--- config.mk ---
export PLATFORM = sky130hd
export DESIGN_NAME = keypad_scanner
export DESIGN_NICKNAME = d
export VERILOG_FILES = /design/src/rtl/keypad_scanner.sv
export SDC_FILE = /design/constraint.sdc
export NUM_CORES = 1
export LEC_CHECK = 0
export CAP_MARGIN = 15
export CORE_MARGIN = 3
export CORE_UTILIZATION = 61
export DETAILED_ROUTE_END_ITERATION = 16
export PLACE_DENSITY = 0.92
export REMOVE_ABC_BUFFERS = 1
export SKIP_CTS_REPAIR_TIMING = 1
export SLEW_MARGIN = 5
export SYNTH_ARGS = -nofsm -noshare
export SYNTH_HDL_FRONTEND = slang
export SYNTH_SLANG_ARGS = --single-unit
--- constraint.sdc ---
create_clock -name clk -period 4.34 [get_ports clk]
set_input_delay 0.651 -clock clk [delete_from_list [all_inputs] [get_ports clk]]
set_output_delay 0.651 -clock clk [all_outputs]
set_load 0.005 [all_outputs]
--- src/rtl/keypad_scanner.sv ---
// Matrix keypad scanner: walks active-low rows, synchronizes columns,
// debounces every key independently and keeps sticky press events.
module keypad_scanner #(
  parameter int unsigned ROWS     = 4,
  parameter int unsigned COLS     = 5,
  parameter int unsigned SCAN_DIV = 1000,
  parameter int unsigned DEBOUNCE = 4
) (
  input  logic                 clk,
  input  logic                 rst_n,
  input  logic [COLS-1:0]      col_n,
  input  logic [ROWS*COLS-1:0] int_clr,
  output logic [ROWS-1:0]      row_n,
  output logic [ROWS*COLS-1:0] key_state,
  output logic [ROWS*COLS-1:0] interrupt,
  output logic                 frame_done
);

  localparam int unsigned KEYS  = ROWS * COLS;
  localparam int unsigned DIV_W = (SCAN_DIV > 1) ? $clog2(SCAN_DIV) : 1;
  localparam int unsigned ROW_W = (ROWS > 1) ? $clog2(ROWS) : 1;
  localparam int unsigned CNT_W = $clog2(DEBOUNCE + 1);

  logic [COLS-1:0]  r_sync1;
  logic [COLS-1:0]  r_sync2;
  logic [DIV_W-1:0] r_div;
  logic [ROW_W-1:0] r_row;
  logic [ROWS-1:0]  r_row_n;
  logic [CNT_W-1:0] r_cnt [KEYS];
  logic [KEYS-1:0]  r_key_state;
  logic [KEYS-1:0]  r_interrupt;
  logic             r_frame_done;

  logic [COLS-1:0]  w_pressed;
  logic             w_sample;
  logic [ROW_W-1:0] w_row_nxt;
  logic [CNT_W-1:0] w_cnt_nxt [KEYS];
  logic [KEYS-1:0]  w_key_nxt;
  logic [KEYS-1:0]  w_int_nxt;

  assign w_pressed  = ~r_sync2;
  assign w_sample   = (r_div == DIV_W'(SCAN_DIV - 1));
  assign w_row_nxt  = (r_row == ROW_W'(ROWS - 1)) ? '0 : r_row + ROW_W'(1);

  assign row_n      = r_row_n;
  assign key_state  = r_key_state;
  assign interrupt  = r_interrupt;
  assign frame_done = r_frame_done;

  // Two-flop synchronizer on the asynchronous column inputs
  always_ff @(posedge clk or negedge rst_n) begin
    if (!rst_n) begin
      r_sync1 <= '1;
      r_sync2 <= '1;
    end else begin
      r_sync1 <= col_n;
      r_sync2 <= r_sync1;
    end
  end

  // Row dwell divider, row index and row drive; frame pulse after last row
  always_ff @(posedge clk or negedge rst_n) begin
    if (!rst_n) begin
      r_div        <= '0;
      r_row        <= '0;
      r_row_n      <= ~ROWS'(1);
      r_frame_done <= 1'b0;
    end else begin
      r_frame_done <= w_sample && (r_row == ROW_W'(ROWS - 1));
      if (w_sample) begin
        r_div   <= '0;
        r_row   <= w_row_nxt;
        r_row_n <= ~(ROWS'(1) << w_row_nxt);
      end else begin
        r_div   <= r_div + DIV_W'(1);
      end
    end
  end

  // Per-key debounce, evaluated only for the active row at its sample point
  always_comb begin
    w_key_nxt = r_key_state;
    for (int k = 0; k < int'(KEYS); k++) begin
      w_cnt_nxt[k] = r_cnt[k];
    end
    if (w_sample) begin
      for (int r = 0; r < int'(ROWS); r++) begin
        for (int c = 0; c < int'(COLS); c++) begin
          if (r_row == ROW_W'(r)) begin
            if (w_pressed[c] == r_key_state[r*COLS+c]) begin
              w_cnt_nxt[r*COLS+c] = '0;
            end else if (r_cnt[r*COLS+c] == CNT_W'(DEBOUNCE - 1)) begin
              w_key_nxt[r*COLS+c] = ~r_key_state[r*COLS+c];
              w_cnt_nxt[r*COLS+c] = '0;
            end else begin
              w_cnt_nxt[r*COLS+c] = r_cnt[r*COLS+c] + CNT_W'(1);
            end
          end
        end
      end
    end
  end

  // Sticky press events: a new press outranks a same-cycle clear
  always_comb begin
    w_int_nxt = (r_interrupt & ~int_clr) | (w_key_nxt & ~r_key_state);
  end

  // Debounce counters, stable key levels and interrupt register
  always_ff @(posedge clk or negedge rst_n) begin
    if (!rst_n) begin
      for (int k = 0; k < int'(KEYS); k++) begin
        r_cnt[k] <= '0;
      end
      r_key_state <= '0;
      r_interrupt <= '0;
    end else begin
      for (int k = 0; k < int'(KEYS); k++) begin
        r_cnt[k] <= w_cnt_nxt[k];
      end
      r_key_state <= w_key_nxt;
      r_interrupt <= w_int_nxt;
    end
  end

endmodule

==> results.py <==
metrics = {
    "outcome": {
        "status": "finished clean",
    },
    "worst_setup_path": {
        "cp_max_fo": 20,
        "critPathRequiredTime_ps": 4750,
        "critPathKind": "register to register",
        "max_stage_delay_ps": 880,
        "cp.depth": 5,
        "crit_path_cell_trace": "ha_1 > and4bb_1 > buf_4 > nand4_4 > mux2_4",
        "r2r_cells": 5,
        "cp_top_family": "simple AND/OR/NAND/NOR gates",
        "arrival_ps": 3090,
        "worst_setup_path_end_kind": "register",
        "r2r_slack_ps": 1650,
        "cp_num_buf_inv": 1,
        "cp-start-kind": "register",
        "slowest_stage": "and4bb_1",
    },
    "routing": {
        "num_vias": 4289,
        "wl_per_cell_um": 19.0,
        "drt_iter0_drc": 257,
        "routed_wl_mm": 13.9,
        "dr.pass1.iters": 4,
        "top_layer_used": "met4",
        "wl_met2_mm": 7.21,
        "remaining_drc_errors": 0,
        "routed_via_density": 5.86,
        "wl_met3_um": 611,
        "met1_length_mm": 5.66,
        "ant_nets": 0,
    },
    "grt": {
        "grt_pass1_vias": 4699,
        "grt_usage": 0.263,
        "grt_overflow": 0,
        "grt_antenna_before_repair": 0,
        "grt_pass1_wl_mm": 23.2,
        "grt_max_degree": 54,
    },
    "sta": {
        "period_minus_slack_ps": 2690,
        "tns_ps": 0,
        "worst_pin_slew_ps": 984,
        "drv_slew": 0,
        "setup_viol": 0,
        "rsz0062_at_grt": "false",
        "slew_headroom": 0.344,
        "period_share": 0.619,
        "fin_skew_ps": 11.6,
        "fmax_mhz": 372,
        "finalHoldViolations": 0,
    },
    "die": {
        "core_um2": 9820,
        "start_util": 0.630,
        "die_width_um": 107,
        "die_h_um": 107,
        "io_pins": 72,
        "fp.dieArea_um2": 11400,
        "num_rows": 36,
    },
    "synth": {
        "synth_area_um2": 6190,
        "syn-mean-instance-area_um2": 12.1,
        "synthArstFlopShare": 1.00,
        "yosys_warnings": 0,
        "yosysSeqAreaShare": 0.516,
        "synth_cell_types": 35,
        "synth.most_common_cell": "dfrtp_1",
        "synth_area_leaders": "dfrtp_1 (46%), dfstp_2 (5.5%), ha_1 (5.1%)",
        "synth_ff_type": "dfrtp_1",
        "synth_largest_area_cell": "dfrtp_1",
        "synth_seq_cells": 127,
        "synthCells": 510,
        "synth_common_cells": "dfrtp_1 (114), inv_1 (50), ha_1 (25), nor2_1 (25), mux2i_1 (24)",
        "yosys.area.top_type_share": 0.461,
        "synth-edff-count": 0,
    },
    "clock_tree": {
        "insertion_delay_ps": 530,
        "htreeDepth": 4,
        "cts_tree": "built",
        "clock_sinks": 127,
        "clk_pin_slew_ps": 60,
        "numCtsBuffers": 17,
        "cts_root_buffer": "clkbuf_8",
        "cts_buffer_depth": 2,
    },
    "finish": {
        "area_growth_pct": 21.4,
        "fin_util": 0.765,
        "nets": 638,
        "antennaDiodeCount": 0,
        "drive_gt1_frac": 0.157,
        "final_cells": 732,
    },
    "pwr": {
        "power_mw": 2.61,
        "power.density_nw_per_um2": 347,
        "ir_drop_mv": 0.287,
        "p_leak_nw": 3.75,
    },
    "placed_design": {
        "post-dp-hpwl_mm": 8.89,
        "dpl.cell_count": 700,
        "io_buffer_count": 71,
        "place_congestion": 0.765,
    },
    "min_path": {
        "hp-class": "primary input to async pin",
    },
    "run": {
        "drv_cap": 0,
    },
}
[metal layers]
layer,track usage,vias to the layer above
li1,-,1963
met1,0.320,2169
met2,0.447,124
met3,0.0566,33
met4,0.126,0
met5,0,-
[through the flow]
step	setup slack (ps)	cell area, µm²	hold slack, ps
3_3_place_gp	1880	6960	345
4_1_cts	1670	7520	184
3_5_place_dp	1700	6960	347
6_report	1650	7520	169
2_1_floorplan	1970	6050	345
5_1_grt	1500	7520	206
[state kept, by name, indices dropped and copies added, names as in the netlist]
register    count
r_cnt          60
interrupt      20
key_state      20
r_div          10
r_sync1         5
r_sync2         5
row_n           4
r_row           2
frame_done      1
[cell usage in the layout (no fill, tap or decap), drive strengths merged, types with 5 or more instances in the layout]
cell,synthesis,final
nor3,20,20
nand2,6,6
clkbuf,0,26
dfrtp,114,114
nor2,25,25
mux2i,24,24
nand4,26,26
nor3b,20,20
clkdlybuf4s50,0,70
mux2,42,42
ha,25,25
buf,19,6
inv,50,50
xor2,22,22
clkinv,0,5
and3b,20,20
o32ai,20,20
o21a,20,20
dfstp,13,13
nor2b,22,22
[final timing paths]
| check | startpoint | to |
|---|---|---|
| max | r_div[0] | r_cnt[43] |
| min | rst_n | key_state[15] |
| max reg2reg | r_div[0] | r_cnt[43] |
| min reg2reg | r_sync1[0] | r_sync2[0] |
| max in group asynchronous | rst_n | r_sync2[1] |
| min in group clk | r_sync1[0] | r_sync2[0] |
[final cells by class]
type	count	area [µm²]
Timing Repair Buffer	76	746
Fill cell	604	2300
Inverter	50	188
Clock inverter	6	55.1
Tap cell	133	166
Multi-Input combinational cell	314	2670
Clock buffer	26	498
Sequential cell	127	3190
[cell families after synthesis]
kind of cell / count (synthesis) / synth area share
compound gates: 46 / 0.0600
buf+inv: 69 / 0.0529
flops: 127 / 0.516
simple gates: 154 / 0.161
fa+ha+maj: 25 / 0.0505
mux: 66 / 0.127
xor+xnor: 23 / 0.0325
[power breakdown]
group | switching, mW | internal [mW]
registers | 0.0145 | 1.19
clock network | 0.497 | 0.831
logic | 0.0403 | 0.0301
total | 0.552 | 2.06
(Power assumes the default switching activity.)
